<file path="src/rtl/viterbi_decoder_param_pkg.sv">
// viterbi_pkg: items shared by the Viterbi decoder top and its ACS unit.
//   K_DEFAULT / M_DEFAULT : default constraint length / path-metric width
//   S                     : trellis state count for the default K
//   metric_t              : path metric of the default width
//   parity(vec)           : XOR reduction (one convolutional code bit)
//   hamming2(a, b)        : Hamming distance between two 2-bit symbols
package viterbi_pkg;

  localparam int unsigned K_DEFAULT = 3;
  localparam int unsigned M_DEFAULT = 6;
  localparam int unsigned S         = 1 << (K_DEFAULT - 1);

  typedef logic [M_DEFAULT-1:0] metric_t;

  function automatic logic parity(input logic [31:0] vec);
    return ^vec;
  endfunction

  // Result is 0..2: the high bit is set only when both code bits differ.
  function automatic logic [1:0] hamming2(input logic [1:0] a, input logic [1:0] b);
    logic [1:0] x;
    x = a ^ b;
    return {x[1] & x[0], x[1] ^ x[0]};
  endfunction

endpackage

</file>
<file path="src/rtl/viterbi_decoder_param_acs.sv">
// viterbi_acs_unit: compare-select for one next state of the trellis.
// The caller supplies both candidate metrics already including their branch
// metric. On a tie predecessor p0 wins.
//   cand0_i / cand1_i : candidate path metrics via p0 / p1
//   hist0_i / hist1_i : stored survivor history (D-1 bits) of p0 / p1
//   u_i               : input bit implied by this next state
//   pm_o              : winning metric
//   surv_o            : new D-bit survivor {winner history, u}
module viterbi_acs_unit
  import viterbi_pkg::*;
#(
  parameter int unsigned M = 6,
  parameter int unsigned D = 15
) (
  input  logic [M-1:0] cand0_i,
  input  logic [M-1:0] cand1_i,
  input  logic [D-2:0] hist0_i,
  input  logic [D-2:0] hist1_i,
  input  logic         u_i,
  output logic [M-1:0] pm_o,
  output logic [D-1:0] surv_o
);

  logic sel1;

  assign sel1   = cand1_i < cand0_i;
  assign pm_o   = sel1 ? cand1_i : cand0_i;
  assign surv_o = sel1 ? {hist1_i, u_i} : {hist0_i, u_i};

endmodule

</file>
<file path="src/rtl/viterbi_decoder_param.sv">
// viterbi_decoder_param: hard-decision Viterbi decoder for rate-1/2
// convolutional codes, register-exchange survivors, fixed latency D symbols.
//   clk        : clock, rising edge
//   reset      : synchronous, active-high
//   In_Valid   : Encoded_In carries a symbol this cycle
//   Encoded_In : received symbol {c0, c1}
//   Out_Valid  : one-cycle pulse per accepted symbol once D symbols were seen
//   Decode_Out : decoded bit, held between accepted symbols
// Build option VITERBI_METRIC_NORM_EN: when defined, the minimum new metric is
// subtracted from all metrics every accepted symbol; otherwise each
// add-compare saturates at 2^M-1.
module viterbi_decoder_param
  import viterbi_pkg::*;
#(
  parameter int unsigned K  = 3,
  parameter int unsigned G0 = 'b111,
  parameter int unsigned G1 = 'b101,
  parameter int unsigned D  = 15,
  parameter int unsigned M  = 6
) (
  input  logic       clk,
  input  logic       reset,
  input  logic       In_Valid,
  input  logic [1:0] Encoded_In,
  output logic       Out_Valid,
  output logic       Decode_Out
);

  localparam int unsigned NS = 1 << (K - 1);
  localparam int unsigned SW = K - 1;
  localparam int unsigned CW = $clog2(D + 1);
  localparam logic [M-1:0] PM_INIT = {1'b1, {(M-1){1'b0}}};

  logic [M-1:0]  pm_q   [NS];
  logic [M-1:0]  pm_d   [NS];
  logic [M-1:0]  pm_acs [NS];
  // The oldest survivor bit is only ever consumed as the output, so storage
  // keeps D-1 bits and the full D-bit survivor exists only combinationally.
  logic [D-2:0]  hist_q [NS];
  logic [D-1:0]  surv_d [NS];
  logic [CW-1:0] cnt_q, cnt_d;
  logic [SW-1:0] best;
  logic [M-1:0]  pm_min;

  for (genvar gs = 0; gs < NS; gs++) begin : g_state
    // Next state gs = {u, p[K-2:1]}; both predecessors share the upper bits.
    localparam int unsigned P0 = (2 * gs) % NS;
    localparam int unsigned P1 = P0 + 1;
    localparam bit          U  = ((gs >> (K - 2)) & 1) != 0;
    localparam int unsigned R0 = (int'(U) << (K - 1)) | P0;
    localparam int unsigned R1 = (int'(U) << (K - 1)) | P1;

    logic [1:0]   exp0, exp1, bm0, bm1;
    logic [M-1:0] cand0, cand1;

    assign exp0 = {parity(R0 & G0), parity(R0 & G1)};
    assign exp1 = {parity(R1 & G0), parity(R1 & G1)};
    assign bm0  = hamming2(Encoded_In, exp0);
    assign bm1  = hamming2(Encoded_In, exp1);

`ifdef VITERBI_METRIC_NORM_EN
    assign cand0 = pm_q[P0] + {{(M-2){1'b0}}, bm0};
    assign cand1 = pm_q[P1] + {{(M-2){1'b0}}, bm1};
`else
    logic [M:0] sum0, sum1;
    assign sum0  = {1'b0, pm_q[P0]} + {{(M-1){1'b0}}, bm0};
    assign sum1  = {1'b0, pm_q[P1]} + {{(M-1){1'b0}}, bm1};
    assign cand0 = sum0[M] ? '1 : sum0[M-1:0];
    assign cand1 = sum1[M] ? '1 : sum1[M-1:0];
`endif

    viterbi_acs_unit #(
      .M(M),
      .D(D)
    ) u_acs (
      .cand0_i(cand0),
      .cand1_i(cand1),
      .hist0_i(hist_q[P0]),
      .hist1_i(hist_q[P1]),
      .u_i    (U),
      .pm_o   (pm_acs[gs]),
      .surv_o (surv_d[gs])
    );
  end

  // Lowest new metric; strict compare keeps the lowest index on ties.
  always_comb begin
    best   = '0;
    pm_min = pm_acs[0];
    for (int unsigned s = 1; s < NS; s++) begin
      if (pm_acs[s] < pm_min) begin
        pm_min = pm_acs[s];
        best   = SW'(s);
      end
    end
  end

  always_comb begin
    for (int unsigned s = 0; s < NS; s++) begin
`ifdef VITERBI_METRIC_NORM_EN
      pm_d[s] = pm_acs[s] - pm_min;
`else
      pm_d[s] = pm_acs[s];
`endif
    end
  end

  assign cnt_d = (cnt_q == CW'(D)) ? cnt_q : cnt_q + 1'b1;

  always_ff @(posedge clk) begin
    if (reset) begin
      for (int unsigned s = 0; s < NS; s++) begin
        pm_q[s]   <= (s == 0) ? '0 : PM_INIT;
        hist_q[s] <= '0;
      end
      cnt_q      <= '0;
      Out_Valid  <= 1'b0;
      Decode_Out <= 1'b0;
    end else if (In_Valid) begin
      for (int unsigned s = 0; s < NS; s++) begin
        pm_q[s]   <= pm_d[s];
        hist_q[s] <= surv_d[s][D-2:0];
      end
      cnt_q      <= cnt_d;
      Out_Valid  <= (cnt_d == CW'(D));
      Decode_Out <= surv_d[best][D-1];
    end else begin
      Out_Valid <= 1'b0;
    end
  end

endmodule

</file>
<file path="config.mk">
export PLATFORM = sky130hd
export DESIGN_NAME = viterbi_decoder_param
export DESIGN_NICKNAME = d
export VERILOG_FILES = /design/src/rtl/viterbi_decoder_param_pkg.sv /design/src/rtl/viterbi_decoder_param_acs.sv /design/src/rtl/viterbi_decoder_param.sv
export SDC_FILE = /design/constraint.sdc
export NUM_CORES = 1
export LEC_CHECK = 0
export BUFFER_PORTS_ARGS = -buffer_cell sky130_fd_sc_hd__buf_4
export CAP_MARGIN = 5
export CORE_AREA = 2 2 154 156
export CTS_BUF_LIST = sky130_fd_sc_hd__clkbuf_4 sky130_fd_sc_hd__clkbuf_8
export CTS_CLUSTER_SIZE = 20
export DETAILED_ROUTE_END_ITERATION = 12
export DIE_AREA = 0 0 156 158
export PLACE_DENSITY_LB_ADDON = 0.3
export SYNTH_ARGS = -nofsm -noshare
export SYNTH_HDL_FRONTEND = slang
export SYNTH_SLANG_ARGS = --single-unit
export TNS_END_PERCENT = 50
</file>
<file path="constraint.sdc">
create_clock -name clk -period 11.7 [get_ports clk]
set_clock_uncertainty 0.2 [all_clocks]
set_input_delay 1.755 -clock clk [delete_from_list [all_inputs] [get_ports clk]]
set_output_delay 1.755 -clock clk [all_outputs]
set_load 0.02 [all_outputs]
</file>
==> impl_metrics.toml <==
[outcome]
status = "completed"

[sta]
period_minus_slack_ps = 10560
rsz0062_at_grt = "no"
fin_ws_ps = 1140
hold_viol = 0
setup_tns_ps = 0
drv_slew = 0
worstMarginPinSlew_ps = 1100
clock.fmax_mhz = 94.7
period_share = 0.902
max-slew-margin-rel = 0.265
finalSetupViolations = 0

[clock_tree]
cts_sinks = 82
path_clk_slew_ps = 90
holdBufCountCts = 0
post-cts-setup-buffer-count = 0
cts_resized = 0
cts_root_buf = "clkbuf_8"
cts_buffer_depth = 2
cts_htree_levels = 3
cts_made_buffers = 9
cts_tree = "built"
clk_latency_ps = 370

[placement]
io_buffers = 6
place_congestion = 0.816
dp_slack_ps = 837
dpl_cell_area_um2 = 6450
dp_hpwl_mm = 9.86

[final_layout]
fin_util = 0.288
final_cell_area_um2 = 6650
syn_to_final_growth_pct = 8.52
num_antenna_cells = 0
fin_nets = 686
drive_above_1_share = 0.0946

[routing]
vias_per_cell = 4.81
drc = 0
wirelength_mm = 13.6
post_drt_wl_per_cell_um = 14.7
via_count = 4446
drtPass1Iterations = 4
ant_nets = 0
drt_iter0_markers = 252

[floorplan]
die_x_um = 156
row_count = 56
dieArea_um2 = 24600
fp.dieH_um = 158
io_pins = 7
coreArea_um2 = 23100
start_util = 0.266

[power_and_ir_drop]
combPwrFrac = 0.497
powerDensity_nw_per_um2 = 178
p_seq_frac = 0.322
clockPowerShare = 0.181
switching_share = 0.405
power.switching_mw = 0.479
ir_drop_mv = 0.0662
p_int_mw = 0.704
p_leak_nw = 2.68

[critical_path]
critical_path_depth = 42
critPathSlowestCell = "mux2i_1"
startpoint_type = "primary input"
regToRegStartpoint = "pm_q[3][1]"
startpoint = "Encoded_In[0]"
cp_max_fo = 24
crit_arrival_ps = 10670
worstSetupEndpointType = "flip-flop"
cp_top_family = "compound AO/OA/AOI/OAI gates"
path_class = "primary input to flip-flop"
cpPeakStageDelay_ps = 800
required_ps = 11810
reg2reg_depth = 38
path_common_cell = "ha_1"
worst-path-buf-inv = 5

[yosys]
mappedNetlistNets = 694
synth_top_area_share = 0.368
yosysSeqAreaShare = 0.390
synth.avg_cell_area_um2 = 9.62
ys_seq_elements = 82
synth_area_leaders = "edfxtp_1, mux2i_1, ha_1"
synthFlopType = "edfxtp_1"
synth_area_um2 = 6130
synth_edf_count = 75
synth_cells = 637
yosysUniqueCellTypes = 58
synth_top_area_cell = "edfxtp_1"
synth_warnings = 0
synthArstFlopShare = 0

[global_routing]
track_usage = 0.118
grt_max_degree = 77
antenna_found_initial = 0
grt_pass1_vias = 4304
grt_pass1_wl_mm = 22.5
overflow = 0

[min_path]
holdPathStages = 2
min_from = "cnt_q[1]"
hp-class = "flip-flop to flip-flop"

[run]
cap_violations = 0
[cells by family (layout without fill, tap and decap cells)]
kind of cell,count (synthesis),count (layout),synth area share
adders and majority gates,54,54,0.110
muxes,77,77,0.128
buffers and inverters,55,52,0.0372
DFF,82,82,0.390
AOI/OAI and AO/OA,120,120,0.125
and+or+nand+nor,222,222,0.170
xor gates and xnor gates,27,27,0.0386
[power by group through the flow]
| stage | Sequential (mW) | Combinational [mW] | Clock (mW) |
|---|---|---|---|
| 2_1_floorplan | 0.372 | 0.472 | 0 |
| 3_3_place_gp | 0.388 | 0.586 | 0 |
| 3_5_place_dp | 0.388 | 0.586 | 0 |
| 4_1_cts | 0.381 | 0.589 | 0.225 |
| 5_1_grt | 0.386 | 0.667 | 0.236 |
| 6_report | 0.381 | 0.588 | 0.215 |
[final cells by class]
type                       count  area (µm²)
clock buffer                  10         131
multi-input combinational    500        3520
fill                        2404       16400
clock inverter                 6        66.3
tap                          290         363
inverter                      25        93.8
sequential                    82        2390
timing repair buffer          11        82.6
[state kept, by name, indices dropped and copies added, names as in the netlist]
register and count:
Decode_Out 1, Out_Valid 1, cnt_q 4, hist_q 52, pm_q 24
[synth_stat cells, drive strengths merged, types with 6 or more instances]
library cell / n
dfxtp: 7
a31o: 6
and3: 6
nand2: 28
nand4: 9
a21o: 8
nor2: 115
o21ai: 31
xor2: 12
xnor2: 15
nand2b: 8
a21oi: 51
mux2: 10
nand3: 8
nor2b: 12
mux2i: 67
ha: 52
and2: 14
buf: 11
clkbuf: 19
inv: 25
edfxtp: 75
[metrics by stage]
step                instances  hold slack (ps)  power [mW]
floorplan                 637              253       0.844
global placement          908              279       0.974
detailed placement        908              282       0.974
CTS                       924              293        1.20
global route              924              304        1.29
finish                    924              291        1.18
[routing by layer]
| metal | GRT usage | routed length, µm | share of wire |
|---|---|---|---|
| met5 | 0 | 0 | 0 |
| met4 | 0.0507 | 331 | 0.024 |
| met3 | 0.0186 | 320 | 0.024 |
| met1 | 0.158 | 6690 | 0.49 |
| met2 | 0.188 | 6230 | 0.46 |
[placed cells by master, fill, tap and decap left out, types with 6 or more instances in the layout]
cell,n
a21o_1,8
a21oi_1,39
a21oi_2,12
and2_1,14
and3_1,6
buf_4,11
clkbuf_8,9
dfxtp_1,7
edfxtp_1,75
ha_1,52
inv_1,25
mux2_2,8
mux2i_1,67
nand2_1,27
nand2b_1,7
nand3_1,8
nand4_1,9
nor2_1,114
nor2b_1,12
o21ai_0,26
xnor2_1,15
xor2_1,12
[worst reg2reg max path: cells and delay by family (launching register included)]
kind | cells | cell delay (ps)
AO/OA/AOI/OAI | 21 | 3610
adder cells (fa/ha/maj) | 6 | 2070
multiplexers | 3 | 1390
AND/OR/NAND/NOR | 5 | 860
flip-flops | 1 | 510
XOR/XNOR | 1 | 210
buffers and inverters | 2 | 140
[final timing paths]
path	end	slack [ps]
setup / recovery	Decode_Out	1140
hold reg to reg	cnt_q[1]	290
hold / removal	cnt_q[1]	290
setup reg to reg	Decode_Out	2680
(Power assumes the default switching activity.)
